File: src/rtl/i2c_master_byte_if.sv
// Command handshake between a host and the byte-level I2C master.
// The host side uses modport master, the controller uses modport slave.
interface i2c_master_byte_if;
  logic       cmd_valid;
  logic       cmd_ready;
  logic       cmd_start;
  logic       cmd_stop;
  logic       cmd_read;
  logic       cmd_nack;
  logic [7:0] tx_data;
  logic [7:0] rx_data;
  logic       ack_rx;
  logic       done;
  logic       busy;

  modport master (
    output cmd_valid, cmd_start, cmd_stop,
    output cmd_read, cmd_nack, tx_data,
    input  cmd_ready, rx_data, ack_rx,
    input  done, busy
  );

  modport slave (
    input  cmd_valid, cmd_start, cmd_stop,
    input  cmd_read, cmd_nack, tx_data,
    output cmd_ready, rx_data, ack_rx,
    output done, busy
  );
endinterface

File: src/rtl/i2c_master_byte.sv
// Byte-level I2C master: optional START, one byte, ACK slot, optional STOP.
// Define I2C_CLK_STRETCH_EN to freeze the q2 quarter while scl_in is low.
module i2c_master_byte #(
  parameter int unsigned CLK_DIV = 25
) (
  input  logic clk,
  input  logic rst,
  input  logic scl_in,
  input  logic sda_in,
  output logic scl_oen,
  output logic sda_oen,
  i2c_master_byte_if.slave cmd
);
  localparam logic [15:0] QMAX = 16'(CLK_DIV - 1);

  typedef enum logic [2:0] {
    S_IDLE, S_START, S_DATA, S_ACK, S_STOP
  } state_t;

  state_t      state;
  state_t      state_n;
  logic [15:0] qcnt;
  logic [1:0]  phase;
  logic [2:0]  bit_cnt;
  logic [7:0]  shreg;
  logic [7:0]  rx_q;
  logic        samp;
  logic        r_stop;
  logic        r_read;
  logic        r_nack;
  logic        busy_q;
  logic        done_q;
  logic        ack_q;
  logic        accept;
  logic        in_bit;
  logic        freeze;
  logic        tick;
  logic        qwrap;

  assign accept = (state == S_IDLE) && cmd.cmd_valid;
  assign in_bit = (state == S_DATA) || (state == S_ACK);

`ifdef I2C_CLK_STRETCH_EN
  assign freeze = in_bit && (phase == 2'd2) && !scl_in;
`else
  assign freeze = 1'b0 & scl_in;
`endif

  assign tick  = (qcnt == QMAX) && !freeze;
  assign qwrap = tick && (phase == 2'd3);

  assign cmd.cmd_ready = (state == S_IDLE);
  assign cmd.rx_data   = rx_q;
  assign cmd.ack_rx    = ack_q;
  assign cmd.done      = done_q;
  assign cmd.busy      = busy_q;

  always_ff @(posedge clk) begin
    if (rst) state <= S_IDLE;
    else     state <= state_n;
  end

  always_comb begin
    state_n = state;
    scl_oen = 1'b1;
    sda_oen = 1'b1;
    unique case (state)
      S_IDLE: begin
        // a bus left open without STOP keeps SCL low
        scl_oen = !busy_q;
        if (accept) begin
          if (cmd.cmd_start || !busy_q) state_n = S_START;
          else                          state_n = S_DATA;
        end
      end
      S_START: begin
        sda_oen = (phase == 2'd0);
        scl_oen = !phase[1];
        if (qwrap) state_n = S_DATA;
      end
      S_DATA: begin
        scl_oen = phase[1];
        sda_oen = r_read | shreg[7];
        if (qwrap && bit_cnt == 3'd7) state_n = S_ACK;
      end
      S_ACK: begin
        scl_oen = phase[1];
        sda_oen = !r_read | r_nack;
        if (qwrap) state_n = r_stop ? S_STOP : S_IDLE;
      end
      S_STOP: begin
        scl_oen = (phase != 2'd0);
        sda_oen = phase[1];
        if (qwrap) state_n = S_IDLE;
      end
      default: state_n = S_IDLE;
    endcase
  end

  always_ff @(posedge clk) begin
    if (rst) begin
      qcnt    <= '0;
      phase   <= '0;
      bit_cnt <= '0;
      shreg   <= '0;
      rx_q    <= '0;
      samp    <= 1'b1;
      r_stop  <= 1'b0;
      r_read  <= 1'b0;
      r_nack  <= 1'b0;
      busy_q  <= 1'b0;
      done_q  <= 1'b0;
      ack_q   <= 1'b1;
    end else begin
      done_q <= 1'b0;
      if (accept) begin
        qcnt    <= '0;
        phase   <= '0;
        bit_cnt <= '0;
        shreg   <= cmd.tx_data;
        r_stop  <= cmd.cmd_stop;
        r_read  <= cmd.cmd_read;
        r_nack  <= cmd.cmd_nack;
        busy_q  <= 1'b1;
      end else if (state != S_IDLE && !freeze) begin
        qcnt <= tick ? '0 : qcnt + 16'd1;
        if (tick) phase <= phase + 2'd1;
        // SDA is taken on the last clk of the SCL-high q2
        if (tick && phase == 2'd2 && in_bit)
          samp <= sda_in;
        if (qwrap && state == S_DATA) begin
          shreg   <= {shreg[6:0], samp};
          bit_cnt <= bit_cnt + 3'd1;
        end
        if (qwrap && ((state == S_ACK && !r_stop)
                      || state == S_STOP)) begin
          done_q <= 1'b1;
          if (r_read) rx_q  <= shreg;
          else        ack_q <= samp;
        end
        if (qwrap && state == S_STOP) busy_q <= 1'b0;
      end
    end
  end
endmodule

File: src/flat_wrapper.sv
// flat-port wrapper written by rule: the top's interface ports become plain ports
module i2c_master_byte_flat 
#(
  parameter int unsigned CLK_DIV = 25
)
  (clk, rst, scl_in, sda_in, scl_oen, sda_oen, cmd_cmd_valid, cmd_cmd_start, cmd_cmd_stop, cmd_cmd_read, cmd_cmd_nack, cmd_tx_data, cmd_cmd_ready, cmd_rx_data, cmd_ack_rx, cmd_done, cmd_busy);
  i2c_master_byte_if cmd_i ();
  input  logic clk;
  input  logic rst;
  input  logic scl_in;
  input  logic sda_in;
  output logic scl_oen;
  output logic sda_oen;
  input wire logic [$bits(cmd_i.cmd_valid)-1:0] cmd_cmd_valid;
  input wire logic [$bits(cmd_i.cmd_start)-1:0] cmd_cmd_start;
  input wire logic [$bits(cmd_i.cmd_stop)-1:0] cmd_cmd_stop;
  input wire logic [$bits(cmd_i.cmd_read)-1:0] cmd_cmd_read;
  input wire logic [$bits(cmd_i.cmd_nack)-1:0] cmd_cmd_nack;
  input wire logic [$bits(cmd_i.tx_data)-1:0] cmd_tx_data;
  output wire logic [$bits(cmd_i.cmd_ready)-1:0] cmd_cmd_ready;
  output wire logic [$bits(cmd_i.rx_data)-1:0] cmd_rx_data;
  output wire logic [$bits(cmd_i.ack_rx)-1:0] cmd_ack_rx;
  output wire logic [$bits(cmd_i.done)-1:0] cmd_done;
  output wire logic [$bits(cmd_i.busy)-1:0] cmd_busy;
  assign cmd_i.cmd_valid = cmd_cmd_valid;
  assign cmd_i.cmd_start = cmd_cmd_start;
  assign cmd_i.cmd_stop = cmd_cmd_stop;
  assign cmd_i.cmd_read = cmd_cmd_read;
  assign cmd_i.cmd_nack = cmd_cmd_nack;
  assign cmd_i.tx_data = cmd_tx_data;
  assign cmd_cmd_ready = cmd_i.cmd_ready;
  assign cmd_rx_data = cmd_i.rx_data;
  assign cmd_ack_rx = cmd_i.ack_rx;
  assign cmd_done = cmd_i.done;
  assign cmd_busy = cmd_i.busy;
  i2c_master_byte #(.CLK_DIV(CLK_DIV)) u_core (.clk(clk), .rst(rst), .scl_in(scl_in), .sda_in(sda_in), .scl_oen(scl_oen), .sda_oen(sda_oen), .cmd(cmd_i));
endmodule
File: config.mk
export PLATFORM = sky130hd
export DESIGN_NAME = i2c_master_byte_flat
export DESIGN_NICKNAME = d
export VERILOG_FILES = /design/src/rtl/i2c_master_byte_if.sv /design/src/rtl/i2c_master_byte.sv /design/src/flat_wrapper.sv
export SDC_FILE = /design/constraint.sdc
export NUM_CORES = 1
export LEC_CHECK = 0
export CAP_MARGIN = 20
export CORE_ASPECT_RATIO = 0.8
export CORE_UTILIZATION = 25
export DETAILED_ROUTE_END_ITERATION = 10
export HOLD_SLACK_MARGIN = 0.15
export PLACE_DENSITY = 0.51
export SETUP_SLACK_MARGIN = 0.5
export SKIP_CTS_REPAIR_TIMING = 1
export SYNTH_ARGS = -nofsm -noshare
export SYNTH_HDL_FRONTEND = slang
export SYNTH_SLANG_ARGS = --single-unit
File: constraint.sdc
create_clock -name clk -period 3.6 [get_ports clk]
set_input_delay 0.36 -clock clk [delete_from_list [all_inputs] [get_ports clk]]
set_output_delay 0.36 -clock clk [all_outputs]
set_load 0.05 [all_outputs]
-- Yosys cells after proc, flatten, opt, wreduce, memory -nomap -nowiden
Cells that the tools add are included.
W data, S select, Z words.
- add/subtract/negate cells: 3
- equality and inequality tests: 13
- multiplexer cells: 18
- bitwise gates (word level): 5
- reduce and logical (&&, ||, !) cells: 34
- operators with widths (cell ; count):
    $mux W8 ; 3
    $mux W3 ; 6
    $add A16 B1 Y16 const B ; 1
    $eq A16 B5 Y1 const B ; 1
    $mux W16 ; 1
    $pmux W3 S5 ; 1
    $logic_and A1 B1 Y1 ; 9
    $ne A2 B1 Y1 const B ; 4
    $pmux W1 S4 ; 2
    $reduce_and A2 Y1 ; 4
    $reduce_and A4 Y1 ; 2
    $reduce_bool A2 Y1 ; 4
    $eq A3 B2 Y1 const B ; 2
    $eq A3 B3 Y1 const B ; 2
    $reduce_and A5 Y1 ; 1
    $eq A2 B2 Y1 const B ; 2
    $logic_not A1 Y1 ; 4
    $mux W1 ; 4
    $reduce_or A2 Y1 ; 2
    $add A3 B1 Y3 const B ; 1
    $eq A3 B1 Y1 const B ; 1
    $logic_not A3 Y1 ; 1
    $logic_or A1 B1 Y1 ; 3
    $not A1 Y1 ; 3
    8 further kinds ; 9
- bits in registers: 47
- input bits: 17
- logic and storage cells: 86

-- Logic depth before layout (Yosys ltp)
- word-level depth: 6
- gate-level depth with buffers: 8
- gate-level depth less buffers: 6

-- Worst setup path before layout
No wires, ideal clock.
- kind: flip-flop to output port
- from: register u_core.state[0]
- to: output scl_oen
- arrival time: 2.085 ns
- required time: 3.240 ns
- setup slack: 1.155 ns
- cell stages (with the launch flop): 5
- buffers on the path: 2
- cells stage by stage: dfxtp_1 > clkbuf_1 > clkbuf_1 > o22ai_1 > o21ai_0
- longest elaborated chain between the ends: 3
- elaborated cells between the ends (all ways): 7
- classes of those cells: eq/ne: 4; mux: 1; reduce/logical: 2
- ends and longest elaborated chain (item ; line ; RTL):
    start, declared ; i2c_master_byte.sv:20 ; state_t state;
    start signal, assigned ; i2c_master_byte.sv:60 ; else state <= state_n;
    $eq A3 B2 Y1 ; i2c_master_byte.sv:67 ; unique case (state)
    $reduce_or A2 Y1 (no source line) ; n/a ;
    $pmux W1 S4 (*) ; i2c_master_byte.sv:67 ;
    end, declared ; flat_wrapper.sv:12 ; output logic scl_oen;
Every way passes the cells marked *; elsewhere a longest branch is shown, timed or not.

-- Worst setup path after layout
- from: register u_core.state[0]
- to: output cmd_cmd_ready
- longest elaborated chain between the ends: 1
- ends and longest elaborated chain (item ; line ; RTL):
    $logic_not A3 Y1 ; i2c_master_byte.sv:52 ; assign cmd.cmd_ready = (state == S_IDLE);
    end, declared ; flat_wrapper.sv:20 ; output wire logic [$bits(cmd_i.cmd_ready)-1:0] cmd_cmd_ready;
No other way between the ends.

==> results.cfg <==
[route]
drt-total-wl_um = 6445
post_drt_wl_per_cell_um = 15.06
detail_route.first_pass.iterations = 4
drt.antenna.violating_nets = 0
drc = 0
vias = 2213
drtIter0Drc = 172
viasPerCell = 5.171

[layout]
num_antenna_cells = 0
layout_common_cells = 47 x dfxtp_1, 29 x clkdlybuf4s50_1, 27 x nand2_1
design_area_um2 = 2979
fill_cells = 968
multi_input_area_um2 = 1336
area_delta_synth_final_pct = 21.42
final-seq-area_um2 = 940.9
final_common_cell = dfxtp_1
nNetsFinal = 337
final_layout_size_suffix_gt1_share_pct = 9.265

[place]
postPlaceCellArea_um2 = 2818
io_buffer_count = 29
gp_congestion = 0.7417
post-place-ws_ns = 0.9724
place_hpwl_um = 4503

[worst_setup_path]
worst_r2r_path_depth = 6
cp.required_ns = 3.24
timing.rr.end = u_core.bit_cnt[0]$_SDFFE_PP0P_
criticalPathCategory = flop to primary output
rrSetupSlack_ns = 0.94
path_max_fanout = 21
end_kind = primary output
worstSetupStartpointType = flop
r2r_start = u_core.qcnt[0]$_SDFFE_PP0P_
critical_path_arrival_ns = 2.43

[timing]
rsz0062_at_grt = false
fmax_mhz = 358.2
setup-tns-final_ns = 0
min_period_ns = 2.792
hold_viol_final = 0
fin_skew_ns = 0.006616
period_share_pct = 77.55
slew_violations = 0
timing.slew.headroom_pct = 38.34
fin_ws_ns = 0.8082
worst_slew_pin_slew_ns = 0.9133
setup_viol = 0

[global_routing]
antenna_found_initial = 0
grt_pass1_vias = 2136
grt_usage_pct = 13.12
use_met3_pct = 1.946
grt_util_met2_pct = 18.72
use_met1_pct = 19.93
grt_max_degree = 28
top_usage_layer = met1
grt_pass1_wl_um = 10850
grt_overflow = 0

[power]
totalPowerFinal_mw = 1.446
power_leakage_nw = 0.9827
ir_worst_vdd_mv = 0.2507
p_switching_uw = 460.1
p_per_area_nw_per_um2 = 485.3
p_sw_share_pct = 31.83
comb_power_share_pct = 22.8
seqPwrFrac_pct = 41.8
power_frac_clock_pct = 35.4
p_int_uw = 985.6

[die]
core_area_um2 = 9270
io_pins = 31
initial_core_util_pct = 26.47
die_x_um = 112.8
die_area_um2 = 10220
die_y_um = 90.61
rows = 31

[logic_synthesis]
avgSynthCellArea_um2 = 8.346
postSynth.asyncResetShare_pct = 0
netlist_area_um2 = 2454
syn-num-nets = 318
synth_cells = 294
synth_edf_count = 0
ys_seq_elements = 47
synth_warnings = 0
yosysUniqueCellTypes = 49
synth-seq-area-share_pct = 38.35
synth_flop_cell = dfxtp_1

[clocking]
cts-htree-levels = 2
cts_tree = done
cts_made_buffers = 5
clockBufferDepth = 2
path_clk_slew_ns = 0.06
cts-root-buf = clkbuf_16
worstSkewPairLatency_ns = 0.28
cts.sinks = 47

[min_path]
min_path_type = flop to flop
holdPathStages = 2
holdPathEnd = u_core.r_nack$_SDFFE_PP0P_
hp-start = u_core.r_nack$_SDFFE_PP0P_

[flow_run]
drv_cap = 0

[status]
status = finished, final reports clean
==> cells by family after synthesis <==
logic type / after synthesis / synth area share (%)
muxes: 3 / 1.275
DFF: 47 / 38.35
and+or+nand+nor: 115 / 25.29
buffers and inverters: 40 / 7.292
AOI/OAI and AO/OA: 70 / 19.94
adders and majority gates: 7 / 3.569
xor gates and xnor gates: 12 / 4.284
==> cells in the mapped netlist, types with 2 or more instances <==
library cell	instances	area [um^2]
nand3_1	10	50.05
xor2_1	3	26.28
nor4_1	11	68.82
a311oi_1	8	70.07
nand2b_1	3	18.77
nor3_1	7	35.03
dfxtp_1	47	940.9
nor2b_1	4	25.02
and4_1	2	17.52
mux2i_1	2	20.02
nand2_1	27	101.4
o211ai_1	8	60.06
o31ai_1	2	15.01
or3_1	4	25.02
nor4b_1	2	17.52
a211oi_1	3	22.52
o311ai_0	2	17.52
a21oi_1	13	65.06
inv_1	16	60.06
and3_1	2	12.51
buf_2	4	20.02
nand4_1	12	75.07
clkbuf_1	14	52.55
ha_1	7	87.58
a31o_2	7	61.31
buf_4	2	15.01
nor2_1	24	90.09
buf_6	2	22.52
o21ai_0	12	60.06
o22ai_1	2	12.51
a31oi_1	6	37.54
xnor2_1	9	78.83
==> metrics by stage <==
stage	std cells	hold WS (ns)	utilization (%)
global placement	421	0.4426	30.40
detailed placement	421	0.4534	30.40
finish	428	0.4661	32.14
CTS	428	0.4689	32.11
global route	428	0.5022	32.14
floorplan	294	0.4311	-
==> area by class of cell <==
| cell class | instances | area share [%] |
|---|---|---|
| inverter | 17 | 2.142 |
| multi-input combinational | 207 | 44.86 |
| sequential | 47 | 31.58 |
| clock inverter | 1 | 1.008 |
| clock buffer | 6 | 4.326 |
| timing repair buffer | 35 | 11.26 |
| tap | 115 | 4.830 |
==> worst max-delay path by stage <==
stage | from | endpoint | slack [ns]
6_report | u_core.state[0]$_SDFFE_PP0P_ | cmd_cmd_ready | 0.81
5_1_grt | u_core.qcnt[0]$_SDFFE_PP0P_ | u_core.bit_cnt[0]$_SDFFE_PP0P_ | 0.60
4_1_cts | u_core.state[1]$_SDFFE_PP0P_ | sda_oen | 0.72
3_5_place_dp | u_core.qcnt[0]$_SDFFE_PP0P_ | u_core.bit_cnt[0]$_SDFFE_PP0P_ | 0.97
3_3_place_gp | u_core.qcnt[0]$_SDFFE_PP0P_ | u_core.cmd.rx_data[3]$_SDFFE_PP0P_ | 1.04
2_1_floorplan | u_core.state[0]$_SDFFE_PP0P_ | scl_oen | 1.16
==> flip-flops by register name (all words and copies together), names as in the netlist, 2 cells and up <==
name,count
u_core.cmd.rx_data,8
u_core.state,3
u_core.phase,2
u_core.bit_cnt,3
u_core.qcnt,16
u_core.shreg,8
==> critical path, cell delays in order, from the launching register on <==
cell and delay [ns]:
dfxtp_1 0.51, or3_1 0.60, inv_2 0.20, clkdlybuf4s50_1 0.84
==> routing by layer <==
layer	wire length [um]	share of wire (%)
met1	3364	52
met4	71	1.1
met5	0	0
met2	2792	43
met3	216	3.4
==> power by group through the flow <==
stage / Clock, mW / Sequential (mW) / Combinational (mW)
after CTS: 0.526 / 0.603 / 0.330
after global routing: 0.554 / 0.609 / 0.362
final: 0.512 / 0.604 / 0.329
after detailed placement: 0 / 0.614 / 0.330
after global placement: 0 / 0.615 / 0.329
after floorplan: 0 / 0.584 / 0.252
(Power assumes the default switching activity.)
